**src/rtl/cmp_sched.sv**
```systemverilog
// Two-requester scheduler for one shared signed A>B comparator. Builds the
// relations GT/LT/GE/LE/EQ/NE from one or two comparator passes.
module cmp_sched #(
   parameter int WIDTH   = 32,
   parameter int CMP_LAT = 1
) (
   input  logic             clk,
   input  logic             rst,
   input  logic             req0_valid,
   output logic             req0_ready,
   input  logic [WIDTH-1:0] req0_a,
   input  logic [WIDTH-1:0] req0_b,
   input  logic [2:0]       req0_op,
   output logic             rsp0_valid,
   input  logic             rsp0_ready,
   output logic [WIDTH-1:0] rsp0_result,
   input  logic             req1_valid,
   output logic             req1_ready,
   input  logic [WIDTH-1:0] req1_a,
   input  logic [WIDTH-1:0] req1_b,
   input  logic [2:0]       req1_op,
   output logic             rsp1_valid,
   input  logic             rsp1_ready,
   output logic [WIDTH-1:0] rsp1_result,
   output logic [WIDTH-1:0] cmp_a,
   output logic [WIDTH-1:0] cmp_b,
   input  logic [WIDTH-1:0] cmp_g
);

   // Handshakes: a transfer happens on a rising edge where valid && ready.
   // Responses hold valid and result stable until ready is seen.

   typedef enum logic [1:0] {IDLE, PASS1, PASS2, RESP} state_t;

   localparam logic [2:0] OP_LT = 3'd1;
   localparam logic [2:0] OP_GE = 3'd2;
   localparam logic [2:0] OP_LE = 3'd3;
   localparam logic [2:0] OP_EQ = 3'd4;
   localparam logic [2:0] OP_NE = 3'd5;
   localparam logic [1:0] CNT_LAST = 2'(CMP_LAT - 1);

   state_t           state;
   logic             rr_ptr;
   logic             winner;
   logic             grant;
   logic             accept;
   logic [WIDTH-1:0] a_q;
   logic [WIDTH-1:0] b_q;
   logic [2:0]       op_q;
   logic [1:0]       cnt;
   logic             g1;
   logic             res;
   logic             g;
   logic             cmp_g_unused;
   logic [WIDTH-1:0] sel_a;
   logic [WIDTH-1:0] sel_b;
   logic [2:0]       sel_op;
   logic             sel_swap;
   logic             two_pass;
   logic             invert;

   assign g            = cmp_g[0];
   assign cmp_g_unused = ^cmp_g[WIDTH-1:1];

   // With only one requester valid it wins; rr_ptr breaks ties.
   always_comb begin
      grant = rr_ptr;
      if (req0_valid && !req1_valid)
         grant = 1'b0;
      else if (req1_valid && !req0_valid)
         grant = 1'b1;
   end

   assign accept     = (state == IDLE) && (req0_valid || req1_valid);
   assign req0_ready = (state == IDLE) && req0_valid && !grant;
   assign req1_ready = (state == IDLE) && req1_valid && grant;

   assign sel_a    = grant ? req1_a  : req0_a;
   assign sel_b    = grant ? req1_b  : req0_b;
   assign sel_op   = grant ? req1_op : req0_op;
   assign sel_swap = (sel_op == OP_LT) || (sel_op == OP_GE);
   assign two_pass = (op_q == OP_EQ) || (op_q == OP_NE);
   assign invert   = (op_q == OP_GE) || (op_q == OP_LE);

   always_ff @(posedge clk or posedge rst) begin
      if (rst) begin
         state       <= IDLE;
         rr_ptr      <= 1'b0;
         winner      <= 1'b0;
         a_q         <= '0;
         b_q         <= '0;
         op_q        <= '0;
         cnt         <= '0;
         g1          <= 1'b0;
         res         <= 1'b0;
         cmp_a       <= '0;
         cmp_b       <= '0;
         rsp0_valid  <= 1'b0;
         rsp0_result <= '0;
         rsp1_valid  <= 1'b0;
         rsp1_result <= '0;
      end else begin
         case (state)
            IDLE: begin
               if (accept) begin
                  winner <= grant;
                  a_q    <= sel_a;
                  b_q    <= sel_b;
                  op_q   <= sel_op;
                  cnt    <= '0;
                  if (sel_op > OP_NE) begin
                     res   <= 1'b0;
                     state <= RESP;
                  end else begin
                     cmp_a <= sel_swap ? sel_b : sel_a;
                     cmp_b <= sel_swap ? sel_a : sel_b;
                     state <= PASS1;
                  end
               end
            end
            PASS1: begin
               if (cnt == CNT_LAST) begin
                  cnt <= '0;
                  if (two_pass) begin
                     g1    <= g;
                     cmp_a <= b_q;
                     cmp_b <= a_q;
                     state <= PASS2;
                  end else begin
                     res   <= g ^ invert;
                     cmp_a <= '0;
                     cmp_b <= '0;
                     state <= RESP;
                  end
               end else begin
                  cnt <= cnt + 2'd1;
               end
            end
            PASS2: begin
               if (cnt == CNT_LAST) begin
                  cnt   <= '0;
                  res   <= (op_q == OP_EQ) ? (~g1 & ~g) : (g1 | g);
                  cmp_a <= '0;
                  cmp_b <= '0;
                  state <= RESP;
               end else begin
                  cnt <= cnt + 2'd1;
               end
            end
            RESP: begin
               // First RESP cycle raises the response; it then waits for ready.
               if (!rsp0_valid && !rsp1_valid) begin
                  if (winner) begin
                     rsp1_valid  <= 1'b1;
                     rsp1_result <= {{(WIDTH-1){1'b0}}, res};
                  end else begin
                     rsp0_valid  <= 1'b1;
                     rsp0_result <= {{(WIDTH-1){1'b0}}, res};
                  end
               end else if ((rsp0_valid && rsp0_ready) || (rsp1_valid && rsp1_ready)) begin
                  rsp0_valid  <= 1'b0;
                  rsp0_result <= '0;
                  rsp1_valid  <= 1'b0;
                  rsp1_result <= '0;
                  rr_ptr      <= ~winner;
                  state       <= IDLE;
               end
            end
            default: state <= IDLE;
         endcase
      end
   end

endmodule

```
**config.mk**
```make
export PLATFORM = sky130hd
export DESIGN_NAME = cmp_sched
export DESIGN_NICKNAME = d
export VERILOG_FILES = /design/src/rtl/cmp_sched.sv
export SDC_FILE = /design/constraint.sdc
export NUM_CORES = 1
export LEC_CHECK = 0
export ABC_AREA = 1
export ABC_CLOCK_PERIOD_IN_PS = 9700
export CAP_MARGIN = 5
export CELL_PAD_IN_SITES_DETAIL_PLACEMENT = 2
export CELL_PAD_IN_SITES_GLOBAL_PLACEMENT = 2
export CORE_MARGIN = 8
export CORE_UTILIZATION = 27
export CTS_CLUSTER_DIAMETER = 30
export DETAILED_ROUTE_END_ITERATION = 8
export GPL_ROUTABILITY_DRIVEN = 0
export PLACE_DENSITY_LB_ADDON = 0.1
export SYNTH_ARGS = -nofsm -noshare
export SYNTH_HDL_FRONTEND = slang
export SYNTH_SLANG_ARGS = --single-unit
```
**constraint.sdc**
```tcl
create_clock -name clk -period 9.7 [get_ports clk]
set_input_delay 1.455 -clock clk [delete_from_list [all_inputs] [get_ports clk]]
set_output_delay 1.455 -clock clk [all_outputs]
set_load 0.01 [all_outputs]
```
### Word-level counts from Yosys, hierarchy flattened

Index checks and enable logic that the tools add are counted.

| storage, ports and cells | value |
|---|---|
| bits of input ports | 172 |
| logic and storage cells | 124 |
| output and inout bits | 132 |
| register bits | 205 |

| operators by class | value |
|---|---|
| reduce and logical (&&, ||, !) cells | 35 |
| add/subtract/negate cells | 1 |
| equal/unequal tests | 19 |
| bitwise logic cells | 7 |
| multiplexer cells | 46 |
| order comparisons | 1 |

Operator list:

| operator | number |
|---|---|
| 32-bit 2-to-1 mux | 18 |
| 32-bit case mux with 3 select lines | 2 |
| 2-bit inequality test, second input constant | 9 |
| 2-bit 2-to-1 mux | 8 |
| 1-bit 2-to-1 mux | 14 |
| 3-bit AND reduction | 4 |
| 1-bit logical AND | 10 |
| 5-bit AND reduction | 2 |
| 3-bit by 2-bit == test with 1-bit output, second input constant | 3 |
| 2-bit case mux with 4 select lines | 1 |
| 3-bit == test, second input constant | 2 |
| 6-bit AND reduction | 1 |
| 1-bit logical NOT | 5 |
| 1-bit logical OR | 5 |
| 2-bit == test, second input constant | 2 |
| 2-bit logical NOT | 2 |
| 1-bit inverter | 4 |
| 2-bit case mux with 2 select lines | 1 |
| 2-bit AND reduction | 2 |
| 2-bit nonzero test | 2 |
| 3-bit by 1-bit == test with 1-bit output, second input constant | 1 |
| 3-bit > comparator, second input constant | 1 |
| 3-bit 2-to-1 mux | 1 |
| 1-bit case mux with 3 select lines | 1 |
| 8 further kinds | 8 |

### Longest topological paths before layout

Gate-level depths: netlist of the first run.

| depth | value |
|---|---|
| depth after elaboration | 11 |
| gate-level depth with buffers | 12 |
| gate-level depth less buffers | 11 |

### Least setup slack after synthesis of the first run

Ideal clock, no wire load.

| timing | value |
|---|---|
| kind | in2out |
| start point | input req1_valid |
| end point | output req1_ready |
| buffers on the path | 2 |
| required time | 8.245 ns |
| arrival | 2.274 ns |
| path slack | 5.971 ns |
| stages on the path | 4 |
| cell sequence | o21ai_0 buf_2 buf_1 nor2_1 |

| between the ends | value |
|---|---|
| word-level cells in the longest chain between the ends | 4 |
| elaborated cells between the ends (all ways) | 7 |

RTL lines:

| element | line | source |
|---|---|---|
| start, declared | 17 | `input logic req1_valid,` |
| 1-bit logical AND / 1-bit logical NOT (equally long branches) | 70, 68 |  |
| 1-bit 2-to-1 mux / 1-bit logical AND (equally long branches) | 70, 68 |  |
| 1-bit 2-to-1 mux | 68 | `if (req0_valid && !req1_valid)` |
| 1-bit logical AND * | 76 | `assign req1_ready = (state == IDLE) && req1_valid && grant;` |
| end, declared | 18 | `output logic req1_ready,` |

Mark *: on every way between the ends. The rest lies on a longest branch, timed or not.

### Worst setup path in the final report of the first run

| timing | value |
|---|---|
| start point | input req1_valid |
| end point | register cmp_b[8] |

| between the ends | value |
|---|---|
| word-level cells in the longest chain between the ends | 10 |
| elaborated cells between the ends (all ways) | 21 |

RTL lines:

| element | line | source |
|---|---|---|
| 1-bit logical AND / 1-bit logical NOT (equally long branches) | 70, 68 |  |
| 1-bit 2-to-1 mux / 1-bit logical AND (equally long branches) | 70, 68 |  |
| 1-bit 2-to-1 mux | 68 |  |
| 3-bit 2-to-1 mux | 80 | `assign sel_op = grant ? req1_op : req0_op;` |
| 3-bit by 1-bit == test with 1-bit output / 3-bit by 2-bit == test with 1-bit output (equally long branches) | 81 | `assign sel_swap = (sel_op == OP_LT) \|\| (sel_op == OP_GE);` |
| 1-bit logical OR | 81 |  |
| 32-bit 2-to-1 mux | 116 | `cmp_b <= sel_swap ? sel_a : sel_b;` |
| 32-bit 2-to-1 mux | 111 | `if (sel_op > OP_NE) begin` |
| 32-bit 2-to-1 mux | 105 | `if (accept) begin` |
| 32-bit case mux with 3 select lines | 103 | `case (state)` |
| end signal, assigned | 116 |  |
| end signal, assigned | 127 | `cmp_b <= a_q;` |
| end, declared | 26 | `output logic [WIDTH-1:0] cmp_b,` |

Parallel ways exist; a longest one is shown, timed or not. The select of a mux whose other input is x is not followed.
A chain may end at the register's enable or synchronous reset.

==> results of run 1 <==
[cell type report]
| cell class | instances | area [um2] |
|---|---|---|
| multi-input cells | 868 | 4160 |
| well taps | 402 | 503 |
| clock inverters | 11 | 143 |
| repair buffers | 221 | 2180 |
| flip-flops and latches | 143 | 3580 |
| fillers | 3688 | 20300 |
| clock buffers | 19 | 443 |
| inverters | 87 | 332 |
[metal layers]
layer	vias to the layer above	routed length, um	GRT usage
met5	-	0	0
met3	23	1410	0.0395
met1	4357	15300	0.222
met4	0	391	0.0415
li1	4016	-	-
met2	168	17200	0.316
[state kept, by name, summed over array words and instances, names as in the netlist]
| name | flops |
|---|---|
| a_q | 32 |
| b_q | 32 |
| cmp_a | 32 |
| cmp_b | 32 |
| op_q | 3 |
| cnt | 2 |
| state | 2 |
| g1 | 1 |
| res | 1 |
| rr_ptr | 1 |
| rsp0_result | 1 |
| rsp0_valid | 1 |
| rsp1_result | 1 |
| rsp1_valid | 1 |
| winner | 1 |
[critical path: stages]
cell and delay [ns]:
clkdlybuf4s50_1 0.51, inv_1 0.12, nand2_2 0.12, nand2_4 0.54, nand2_2 0.13, nand2_4 0.76
nor2_2 0.11, nand2_1 0.11, nand2_2 0.35, inv_2 0.68, buf_4 0.57, nor2_1 0.08
a21oi_1 0.16
[kinds of logic (layout without fill, tap and decap cells)]
logic type | Yosys count | after routing
and+or+nand+nor | 580 | 580
buffers and inverters | 229 | 338
AOI/OAI and AO/OA | 218 | 218
DFF | 143 | 143
adders and majority gates | 7 | 7
other | 1 | 62
xor gates and xnor gates | 1 | 1
[cells in the final DEF (no fill, tap or decap), types with 2 or more instances in the layout]
cell and n:
clkdlybuf4s50_1 210, nor2_1 204, nand3_1 201, dfrtp_1 143, o21ai_0 141, nand2_1 96, inv_1 83, conb_1 62
a21oi_1 50, or2_0 48, a21oi_2 18, clkbuf_16 17, or2_2 16, buf_4 11, ha_1 7, nand2_2 6
o21ai_1 4, clkinv_2 4, nand2_4 3, inv_2 3, bufinv_16 3, nand3b_1 2, nand3_2 2, o21ai_2 2
clkinv_4 2, clkinvlp_4 2
[power by group]
group / switching (mW) / internal (mW)
Sequential: 0.168 / 0.910
Clock: 0.277 / 0.407
Combinational: 1.22 / 0.750
Total: 1.67 / 2.07
[worst max path at each step]
stage | from | end | slack [ns] | cells past startpoint
after global placement | req1_valid | cmp_b[10] | 3.87 | 13
after detailed placement | req1_valid | cmp_b[11] | 3.72 | 13
after floorplan | rst | a_q[0] | 4.41 | 1
after global routing | req1_valid | cmp_b[3] | 3.91 | 13
final | req1_valid | cmp_b[8] | 4.30 | 13
after CTS | req1_valid | cmp_b[8] | 4.14 | 13
[stage by stage]
step	instance area, um2	total power [mW]	cells
6_report	11300	3.73	1751
5_1_grt	11300	4.07	1751
4_1_cts	11300	3.82	1751
3_5_place_dp	10800	3.11	1721
3_3_place_gp	10800	3.04	1721
2_1_floorplan	8920	2.32	1240
==> impl_metrics.prom, run 1 <==
# TYPE chip_impl_metric gauge
chip_impl_metric{name="syn_area_per_cell",unit="um2"} 7.37
chip_impl_metric{name="1st_pass_router_iterations",unit=""} 4
chip_impl_info{name="min-delay-start",value="a_q[28]"} 1
chip_impl_metric{name="finalSetupViolCount",unit=""} 0
chip_impl_info{name="crit_type",value="in2reg"} 1
chip_impl_info{name="worstReg2RegStart",value="rr_ptr"} 1
chip_impl_metric{name="detailed_place_hpwl",unit="um"} 22300
chip_impl_metric{name="wirelength",unit="um"} 34400
chip_impl_metric{name="fp.dieW",unit="um"} 195
chip_impl_info{name="worstHoldEndpoint",value="a_q[28]"} 1
chip_impl_info{name="yosysTopAreaCell",value="dfrtp_1"} 1
chip_impl_metric{name="fin_worst_hold_slack",unit="ns"} 0.485
chip_impl_metric{name="cts_htree_levels",unit=""} 4
chip_impl_info{name="critical_path_startpoint_category",value="primary input"} 1
chip_impl_metric{name="maxCapViolations",unit=""} 0
chip_impl_metric{name="place.port_buffers",unit=""} 210
chip_impl_metric{name="timing.reg2reg.setup_slack",unit="ns"} 5.51
chip_impl_metric{name="yosysWarningCount",unit=""} 0
chip_impl_metric{name="synth_fa_ha_area_frac",unit=""} 0.0101
chip_impl_metric{name="count_of_state_elements_after_synthesis",unit=""} 143
chip_impl_metric{name="synth_edf_count",unit=""} 0
chip_impl_metric{name="fin_util",unit=""} 0.359
chip_impl_info{name="ys_top_cells_by_count",value="nor2_1, nand3_1, dfrtp_1"} 1
chip_impl_metric{name="fin_crit",unit="ns"} 5.40
chip_impl_metric{name="die_h",unit="um"} 195
chip_impl_metric{name="slew_headroom",unit=""} 0.341
chip_impl_metric{name="diode_count",unit=""} 0
chip_impl_metric{name="synth_xor_xnor_area_share",unit=""} 0.00101
chip_impl_metric{name="synthMuxAreaShare",unit=""} 0
chip_impl_metric{name="holdPathStages",unit=""} 2
chip_impl_metric{name="post-cts-setup-buffer-count",unit=""} 0
chip_impl_metric{name="synthDominantCellAreaShare",unit=""} 0.412
chip_impl_metric{name="finalSetupTns",unit="ns"} 0
chip_impl_metric{name="critPathMaxFanout",unit=""} 71
chip_impl_metric{name="power.leakage",unit="nW"} 4.98
chip_impl_metric{name="core_region_area",unit="um2"} 31600
chip_impl_metric{name="dr.first_iter.drc_count",unit=""} 305
chip_impl_metric{name="setup_slack",unit="ns"} 4.30
chip_impl_metric{name="clock-skew-final",unit="ns"} 0.00726
chip_impl_metric{name="max_vdd_drop",unit="mV"} 0.140
chip_impl_info{name="synthTopCellsByArea",value="dfrtp_1, nand3_1, nor2_1"} 1
chip_impl_metric{name="final_layout_size_suffix_gt1_frac",unit=""} 0.0689
chip_impl_metric{name="synth.cell_area",unit="um2"} 8690
chip_impl_metric{name="seq_area_frac_synth",unit=""} 0.412
chip_impl_metric{name="antenna_found_initial",unit=""} 0
chip_impl_metric{name="fp.dieArea",unit="um2"} 38200
chip_impl_metric{name="final-max-slew-violation-count",unit=""} 0
chip_impl_metric{name="cts_resized",unit=""} 0
chip_impl_metric{name="grt_pass1_vias",unit=""} 9449
chip_impl_metric{name="route.antenna.remaining_nets",unit=""} 0
chip_impl_metric{name="detail_route.vias_per_cell",unit=""} 4.89
chip_impl_metric{name="timing_worst_slew_pin_value",unit="ns"} 0.989
chip_impl_metric{name="synthToLayoutAreaGrowth",unit="%"} 30.6
chip_impl_metric{name="power_density",unit="nW/um2"} 329
chip_impl_info{name="result_of_the_run",value="finished clean"} 1
chip_impl_metric{name="detailroute.via_count",unit=""} 8564
chip_impl_metric{name="grt_pass1_wl",unit="um"} 55100
chip_impl_metric{name="design.final.nets",unit=""} 1517
chip_impl_metric{name="cp.required",unit="ns"} 10.05
chip_impl_metric{name="floorplan.initialDensity",unit=""} 0.275
chip_impl_metric{name="fin_crit_sh",unit=""} 0.557
chip_impl_metric{name="synth_compound_gate_area_share",unit=""} 0.135
chip_impl_info{name="end_kind",value="flip-flop"} 1
chip_impl_info{name="ys.flop_type",value="dfrtp_1"} 1
chip_impl_metric{name="worst_case_setup_slack_after_placement",unit="ns"} 3.72
chip_impl_metric{name="io-pin-count",unit=""} 304
chip_impl_metric{name="detail_route.wl_per_cell",unit="um"} 19.6
chip_impl_info{name="clock-root-buffer",value="clkbuf_16"} 1
chip_impl_metric{name="cts.sink_count",unit=""} 143
chip_impl_metric{name="drt_drc_violations_left",unit=""} 0
chip_impl_metric{name="rows",unit=""} 65
chip_impl_info{name="reg2reg_to",value="cmp_b[8]"} 1
chip_impl_metric{name="netlist-cell-type-count",unit=""} 29
chip_impl_metric{name="grt.overflow.total",unit=""} 0
chip_impl_metric{name="cts.reportedPaths.clkPinSlew",unit="ns"} 0.06
chip_impl_info{name="synth_most_common_cell",value="nor2_1"} 1
chip_impl_metric{name="synth-simple-area-share",unit=""} 0.305
chip_impl_metric{name="post_cts_hold_buffer_count",unit=""} 0
chip_impl_metric{name="async_flop_share",unit=""} 1.00
chip_impl_info{name="synth_top_family_by_area",value="simple AND/OR/NAND/NOR gates"} 1
chip_impl_metric{name="grt_max_degree",unit=""} 99
chip_impl_info{name="cts_tree",value="built"} 1
chip_impl_info{name="rsz0062_at_grt",value="false"} 1
chip_impl_metric{name="cp_data_arrival_time",unit="ns"} 5.75
chip_impl_metric{name="hold_viol",unit=""} 0
chip_impl_metric{name="clock_tree.buffer_depth",unit=""} 2
chip_impl_metric{name="number_of_buffers_inserted_during_clock_tree_synthesis",unit=""} 17
chip_impl_metric{name="clkLatencyLatePin",unit="ns"} 0.43
chip_impl_metric{name="syn-instance-count",unit=""} 1179
chip_impl_info{name="hold_path.class",value="reg2reg"} 1
chip_impl_metric{name="globalRouteTotalUtil",unit=""} 0.180
chip_impl_metric{name="worstRegToRegCells",unit=""} 12
chip_impl_metric{name="timing.fmax",unit="MHz"} 185
Power figures use the tool's default switching activity.
==> inputs of run 2 (changes only) <==
--- a/config.mk
+++ b/config.mk
@@ -6,12 +6,12 @@
 export NUM_CORES = 1
 export LEC_CHECK = 0
 export ABC_AREA = 1
-export ABC_CLOCK_PERIOD_IN_PS = 9700
+export ABC_CLOCK_PERIOD_IN_PS = 5250
 export CAP_MARGIN = 5
 export CELL_PAD_IN_SITES_DETAIL_PLACEMENT = 2
 export CELL_PAD_IN_SITES_GLOBAL_PLACEMENT = 2
 export CORE_MARGIN = 8
-export CORE_UTILIZATION = 27
+export CORE_UTILIZATION = 25
 export CTS_CLUSTER_DIAMETER = 30
 export DETAILED_ROUTE_END_ITERATION = 8
 export GPL_ROUTABILITY_DRIVEN = 0
==> constraint.sdc (replaced) <==
create_clock -name clk -period 5.25 [get_ports clk]
set_input_delay 0.7875 -clock clk [delete_from_list [all_inputs] [get_ports clk]]
set_output_delay 0.7875 -clock clk [all_outputs]
set_load 0.01 [all_outputs]
==> impl_metrics.prom, run 2 (same netlist as run 1, synthesis figures left out) <==
# TYPE chip_impl_metric gauge
chip_impl_info{name="result_of_the_run",value="finished clean"} 1
chip_impl_info{name="min-delay-start",value="a_q[26]"} 1
chip_impl_info{name="hold_path.class",value="reg2reg"} 1
chip_impl_info{name="clock-root-buffer",value="clkbuf_16"} 1
chip_impl_info{name="worstReg2RegStart",value="rr_ptr"} 1
chip_impl_info{name="crit_type",value="in2out"} 1
chip_impl_metric{name="antenna_found_initial",unit=""} 0
chip_impl_metric{name="finalSetupViolCount",unit=""} 0
chip_impl_info{name="reg2reg_to",value="cmp_b[15]"} 1
chip_impl_metric{name="route.antenna.remaining_nets",unit=""} 0
chip_impl_metric{name="clkLatencyLatePin",unit="ns"} 0.43
chip_impl_metric{name="core_region_area",unit="um2"} 34400
chip_impl_info{name="final_common_cell",value="clkdlybuf4s50_1"} 1
chip_impl_metric{name="power.switching",unit="mW"} 3.10
chip_impl_metric{name="wirelength",unit="um"} 34800
chip_impl_metric{name="final-max-slew-violation-count",unit=""} 0
chip_impl_metric{name="number_of_buffers_inserted_during_clock_tree_synthesis",unit=""} 17
chip_impl_metric{name="layoutNonFillerInstCount",unit=""} 1808
chip_impl_metric{name="dr.first_iter.drc_count",unit=""} 342
chip_impl_metric{name="cp.required",unit="ns"} 4.46
chip_impl_metric{name="sw_frac_of_total",unit=""} 0.445
chip_impl_metric{name="synthToLayoutAreaGrowth",unit="%"} 32.4
chip_impl_metric{name="globalRouteTotalUtil",unit=""} 0.170
chip_impl_metric{name="io-pin-count",unit=""} 304
chip_impl_metric{name="critPathMaxFanout",unit=""} 38
chip_impl_metric{name="cts.reportedPaths.clkPinSlew",unit="ns"} 0.06
chip_impl_metric{name="detailroute.via_count",unit=""} 8463
chip_impl_metric{name="timing_worst_slew_pin_value",unit="ns"} 0.921
chip_impl_metric{name="holdPathStages",unit=""} 2
chip_impl_metric{name="drt_drc_violations_left",unit=""} 0
chip_impl_metric{name="grt.overflow.total",unit=""} 0
chip_impl_info{name="most-common-layout-cells",value="clkdlybuf4s50_1, nor2_1, nand3_1"} 1
chip_impl_info{name="end_kind",value="output port"} 1
chip_impl_metric{name="place.port_buffers",unit=""} 210
chip_impl_metric{name="diode_count",unit=""} 0
chip_impl_metric{name="detail_route.vias_per_cell",unit=""} 4.68
chip_impl_metric{name="grt_pass1_wl",unit="um"} 55700
chip_impl_metric{name="internal-power",unit="mW"} 3.86
chip_impl_metric{name="worstRegToRegCells",unit=""} 10
chip_impl_metric{name="rows",unit=""} 68
chip_impl_metric{name="fin_worst_hold_slack",unit="ns"} 0.483
chip_impl_metric{name="detailed_place_hpwl",unit="um"} 23100
chip_impl_metric{name="power_density",unit="nW/um2"} 605
chip_impl_metric{name="max_vdd_drop",unit="mV"} 0.348
chip_impl_info{name="worstHoldEndpoint",value="a_q[26]"} 1
chip_impl_metric{name="cts.sink_count",unit=""} 143
chip_impl_metric{name="clock_tree.buffer_depth",unit=""} 2
chip_impl_metric{name="fin_crit_sh",unit=""} 0.703
chip_impl_metric{name="fin_util",unit=""} 0.335
chip_impl_metric{name="fin_crit",unit="ns"} 3.69
chip_impl_metric{name="finalSetupTns",unit="ns"} 0
chip_impl_metric{name="design.final.nets",unit=""} 1520
chip_impl_metric{name="slew_headroom",unit=""} 0.386
chip_impl_metric{name="total_power",unit="mW"} 6.96
chip_impl_metric{name="placed_cell_area",unit="um2"} 10900
chip_impl_metric{name="seq_power_share",unit=""} 0.287
chip_impl_metric{name="setup_slack",unit="ns"} 1.56
chip_impl_metric{name="cp_data_arrival_time",unit="ns"} 2.91
chip_impl_info{name="rsz0062_at_grt",value="false"} 1
chip_impl_metric{name="grt_pass1_vias",unit=""} 9509
chip_impl_metric{name="dp_cells",unit=""} 1777
chip_impl_metric{name="1st_pass_router_iterations",unit=""} 4
chip_impl_metric{name="final_layout_size_suffix_gt1_frac",unit=""} 0.0717
chip_impl_info{name="critical_path_startpoint_category",value="primary input"} 1
chip_impl_metric{name="detail_route.wl_per_cell",unit="um"} 19.3
chip_impl_metric{name="power.leakage",unit="nW"} 5.03
chip_impl_metric{name="hold_viol",unit=""} 0
chip_impl_metric{name="layout.filler_cells",unit=""} 4074
chip_impl_metric{name="worst_case_setup_slack_after_placement",unit="ns"} 1.46
chip_impl_metric{name="floorplan.initialDensity",unit=""} 0.253
chip_impl_metric{name="postLayoutCellArea",unit="um2"} 11500
chip_impl_metric{name="clockPowerShare",unit=""} 0.186
chip_impl_metric{name="cts_htree_levels",unit=""} 4
chip_impl_info{name="cts_tree",value="built"} 1
chip_impl_metric{name="timing.fmax",unit="MHz"} 271
chip_impl_metric{name="post_cts_hold_buffer_count",unit=""} 0
chip_impl_metric{name="die_h",unit="um"} 202
chip_impl_metric{name="fp.dieArea",unit="um2"} 41000
chip_impl_metric{name="clock-skew-final",unit="ns"} 0.0122
chip_impl_metric{name="timing.reg2reg.setup_slack",unit="ns"} 2.47
chip_impl_metric{name="grt_max_degree",unit=""} 77
chip_impl_metric{name="post-cts-setup-buffer-count",unit=""} 0
chip_impl_metric{name="fp.dieW",unit="um"} 202
chip_impl_metric{name="power.share.combinational",unit=""} 0.527
chip_impl_metric{name="maxCapViolations",unit=""} 0
chip_impl_metric{name="cts_resized",unit=""} 0
## run 2: layout make-up
cell class	instances	area (um2)	area share
Clock buffer	19	443	0.0385
Sequential cell	143	3580	0.311
Inverter	87	332	0.0288
Clock inverter	12	159	0.0138
Tap cell	455	569	0.0495
Multi-Input combinational cell	868	4160	0.362
Timing Repair Buffer	224	2260	0.196
## run 2: critical path: stages
cell and delay (ns):
clkdlybuf4s50_1 0.58, inv_1 0.08, nand2_2 0.15, nand2_4 0.25, buf_4 0.35, nor2_1 0.12
clkdlybuf4s50_1 0.57
## run 2: worst max-delay path by stage
stage	startpoint	to	slack (ns)
floorplan	rst	a_q[0]	0.62
global placement	req1_valid	cmp_b[16]	1.47
detailed placement	req1_valid	cmp_a[4]	1.46
CTS	req1_valid	req1_ready	1.51
global route	req1_valid	req1_ready	1.45
finish	req1_valid	req1_ready	1.56
## run 2: power groups by stage
| stage | logic, mW | registers (mW) | clock network, mW |
|---|---|---|---|
| after floorplan | 2.21 | 2.07 | 0 |
| after global placement | 3.69 | 2.00 | 0 |
| after detailed placement | 3.77 | 2.02 | 0 |
| after CTS | 3.80 | 2.01 | 1.34 |
| after global routing | 4.16 | 2.07 | 1.38 |
| final | 3.67 | 1.99 | 1.29 |
## run 2: layer usage
metal | share of wire | global-route usage | up-vias
li1 | - | - | 4023
met1 | 0.46 | 0.219 | 4262
met2 | 0.49 | 0.291 | 167
met3 | 0.042 | 0.0379 | 11
met4 | 0.0057 | 0.0287 | 0
met5 | 0 | 0 | -
==> inputs of run 3 (changes only) <==
--- a/config.mk
+++ b/config.mk
@@ -6,12 +6,12 @@
 export NUM_CORES = 1
 export LEC_CHECK = 0
 export ABC_AREA = 1
-export ABC_CLOCK_PERIOD_IN_PS = 5250
+export ABC_CLOCK_PERIOD_IN_PS = 3100
 export CAP_MARGIN = 5
 export CELL_PAD_IN_SITES_DETAIL_PLACEMENT = 2
 export CELL_PAD_IN_SITES_GLOBAL_PLACEMENT = 2
 export CORE_MARGIN = 8
-export CORE_UTILIZATION = 25
+export CORE_UTILIZATION = 22
 export CTS_CLUSTER_DIAMETER = 30
 export DETAILED_ROUTE_END_ITERATION = 8
 export GPL_ROUTABILITY_DRIVEN = 0
==> constraint.sdc (replaced) <==
create_clock -name clk -period 3.1 [get_ports clk]
set_input_delay 0.465 -clock clk [delete_from_list [all_inputs] [get_ports clk]]
set_output_delay 0.465 -clock clk [all_outputs]
set_load 0.01 [all_outputs]
==> impl_metrics.prom, run 3 (same netlist as run 1, synthesis figures left out) <==
# TYPE chip_impl_metric gauge
chip_impl_info{name="result_of_the_run",value="finished clean"} 1
chip_impl_metric{name="timing_worst_slew_pin_value",unit="ns"} 0.727
chip_impl_metric{name="cts.sink_count",unit=""} 143
chip_impl_metric{name="detailroute.via_count",unit=""} 8456
chip_impl_metric{name="final-max-slew-violation-count",unit=""} 0
chip_impl_metric{name="detail_route.vias_per_cell",unit=""} 4.50
chip_impl_info{name="hold_path.class",value="reg2reg"} 1
chip_impl_info{name="final_common_cell",value="clkdlybuf4s50_1"} 1
chip_impl_metric{name="drt_drc_violations_left",unit=""} 0
chip_impl_info{name="critical_path_startpoint_category",value="flip-flop"} 1
chip_impl_metric{name="hold_viol",unit=""} 0
chip_impl_metric{name="layoutNonFillerInstCount",unit=""} 1881
chip_impl_metric{name="max_vdd_drop",unit="mV"} 0.413
chip_impl_metric{name="critPathMaxFanout",unit=""} 6
chip_impl_metric{name="slew_headroom",unit=""} 0.514
chip_impl_metric{name="grt_pass1_wl",unit="um"} 57600
chip_impl_metric{name="1st_pass_router_iterations",unit=""} 4
chip_impl_metric{name="floorplan.initialDensity",unit=""} 0.224
chip_impl_metric{name="fin_crit_sh",unit=""} 0.963
chip_impl_metric{name="fp.dieW",unit="um"} 215
chip_impl_info{name="crit_type",value="reg2out"} 1
chip_impl_metric{name="antenna_found_initial",unit=""} 0
chip_impl_metric{name="die_h",unit="um"} 215
chip_impl_metric{name="power.leakage",unit="nW"} 5.11
chip_impl_metric{name="place.port_buffers",unit=""} 210
chip_impl_metric{name="number_of_buffers_inserted_during_clock_tree_synthesis",unit=""} 17
chip_impl_metric{name="finalSetupTns",unit="ns"} 0
chip_impl_info{name="clock-root-buffer",value="clkbuf_16"} 1
chip_impl_metric{name="final_layout_size_suffix_gt1_frac",unit=""} 0.0785
chip_impl_info{name="cts_tree",value="built"} 1
chip_impl_metric{name="sequential_cell_area",unit="um2"} 3580
chip_impl_metric{name="detail_route.wl_per_cell",unit="um"} 19.4
chip_impl_metric{name="cp.required",unit="ns"} 2.63
chip_impl_metric{name="maxCapViolations",unit=""} 0
chip_impl_info{name="most-common-layout-cells",value="clkdlybuf4s50_1, nor2_1, nand3_1"} 1
chip_impl_metric{name="wirelength",unit="um"} 36500
chip_impl_metric{name="clkLatencyLatePin",unit="ns"} 0.44
chip_impl_metric{name="diode_count",unit=""} 0
chip_impl_metric{name="route.antenna.remaining_nets",unit=""} 0
chip_impl_metric{name="layout.filler_cells",unit=""} 4524
chip_impl_metric{name="clock_tree.buffer_depth",unit=""} 2
chip_impl_metric{name="fin_crit",unit="ns"} 2.99
chip_impl_metric{name="fp.dieArea",unit="um2"} 46100
chip_impl_metric{name="grt_pass1_vias",unit=""} 9306
chip_impl_metric{name="core_region_area",unit="um2"} 38800
chip_impl_metric{name="area_of_the_multi_input_gates",unit="um2"} 4160
chip_impl_metric{name="io-pin-count",unit=""} 304
chip_impl_metric{name="cts_resized",unit=""} 0
chip_impl_metric{name="synthToLayoutAreaGrowth",unit="%"} 35.5
chip_impl_metric{name="globalRouteTotalUtil",unit=""} 0.158
chip_impl_metric{name="power_density",unit="nW/um2"} 1030
chip_impl_metric{name="timing.fmax",unit="MHz"} 335
chip_impl_metric{name="clock-skew-final",unit="ns"} 0.0109
chip_impl_metric{name="cts.reportedPaths.clkPinSlew",unit="ns"} 0.07
chip_impl_metric{name="design.final.nets",unit=""} 1529
chip_impl_metric{name="grt.overflow.total",unit=""} 0
chip_impl_metric{name="timing.reg2reg.setup_slack",unit="ns"} 0.74
chip_impl_metric{name="finalSetupViolCount",unit=""} 0
chip_impl_metric{name="detailed_place_hpwl",unit="um"} 24400
chip_impl_info{name="end_kind",value="output port"} 1
chip_impl_metric{name="dp_cells",unit=""} 1849
chip_impl_info{name="rsz0062_at_grt",value="false"} 1
chip_impl_metric{name="rows",unit=""} 72
chip_impl_metric{name="post-cts-setup-buffer-count",unit=""} 0
chip_impl_metric{name="post_cts_hold_buffer_count",unit=""} 0
chip_impl_metric{name="cts_htree_levels",unit=""} 4
chip_impl_metric{name="dr.first_iter.drc_count",unit=""} 328
chip_impl_metric{name="grt_max_degree",unit=""} 136
chip_impl_metric{name="cp_data_arrival_time",unit="ns"} 2.52
[run 3: cell types whose count changed in the layout (fill, tap and decap cells not counted), sizes merged]
cell	change
inv	-2
clkbuf	+1
buf	+9
clkinv	-1
clkinvlp	+2
bufinv	+1
[run 3: layer usage]
metal	track usage	part of all wire	vias to the layer above
met5	0	0	-
met4	0.0395	0.011	0
met3	0.0338	0.042	21
met2	0.271	0.49	159
met1	0.198	0.45	4238
li1	-	-	4038
[run 3: worst paths after layout]
| path | start | to | cells past startpoint |
|---|---|---|---|
| setup / recovery | state[0] | req0_ready | 5 |
| hold / removal | a_q[24] | a_q[24] | 2 |
| setup reg to reg | state[0] | cmp_b[7] | 10 |
| hold reg to reg | a_q[24] | a_q[24] | 2 |
| max in group asynchronous | rst | cmp_b[5] | 3 |
| min in group asynchronous | rst | b_q[4] | 3 |
[run 3: power by group]
part	leakage (nW)	switching (mW)	total [mW]	internal (mW)
Sequential	1.74	0.526	3.37	2.85
Clock	0.303	0.893	2.29	1.40
Combinational	3.06	3.93	6.50	2.58
Total	5.11	5.35	12.2	6.82
[run 3: per-stage QoR]
step | utilization | instance area (um2) | hold slack (ns) | power [mW] | setup WS [ns]
after global placement | 0.287 | 11100 | 0.465 | 9.97 | 0.214
after detailed placement | 0.287 | 11100 | 0.473 | 10.1 | 0.215
after global routing | 0.303 | 11800 | 0.510 | 13.3 | 0.0193
final | 0.303 | 11800 | 0.488 | 12.2 | 0.115
after CTS | 0.303 | 11800 | 0.492 | 12.5 | 0.0844
after floorplan | - | 8920 | 0.453 | 7.25 | 0.844
[run 3: area by class of cell]
| type | instances | share of cell area |
|---|---|---|
| clock inverter | 12 | 0.0155 |
| inverter | 87 | 0.0281 |
| multi-input combinational | 868 | 0.354 |
| clock buffer | 20 | 0.0388 |
| tap | 518 | 0.0551 |
| sequential | 143 | 0.304 |
| timing repair buffer | 233 | 0.205 |
[run 3: worst max-delay path, stage by stage, from the launching register on]
cell             delay [ns]
dfrtp_1                0.40
inv_1                  0.18
ha_1                   0.34
o21ai_4                0.17
nor2_1                 0.36
clkdlybuf4s50_1        0.62
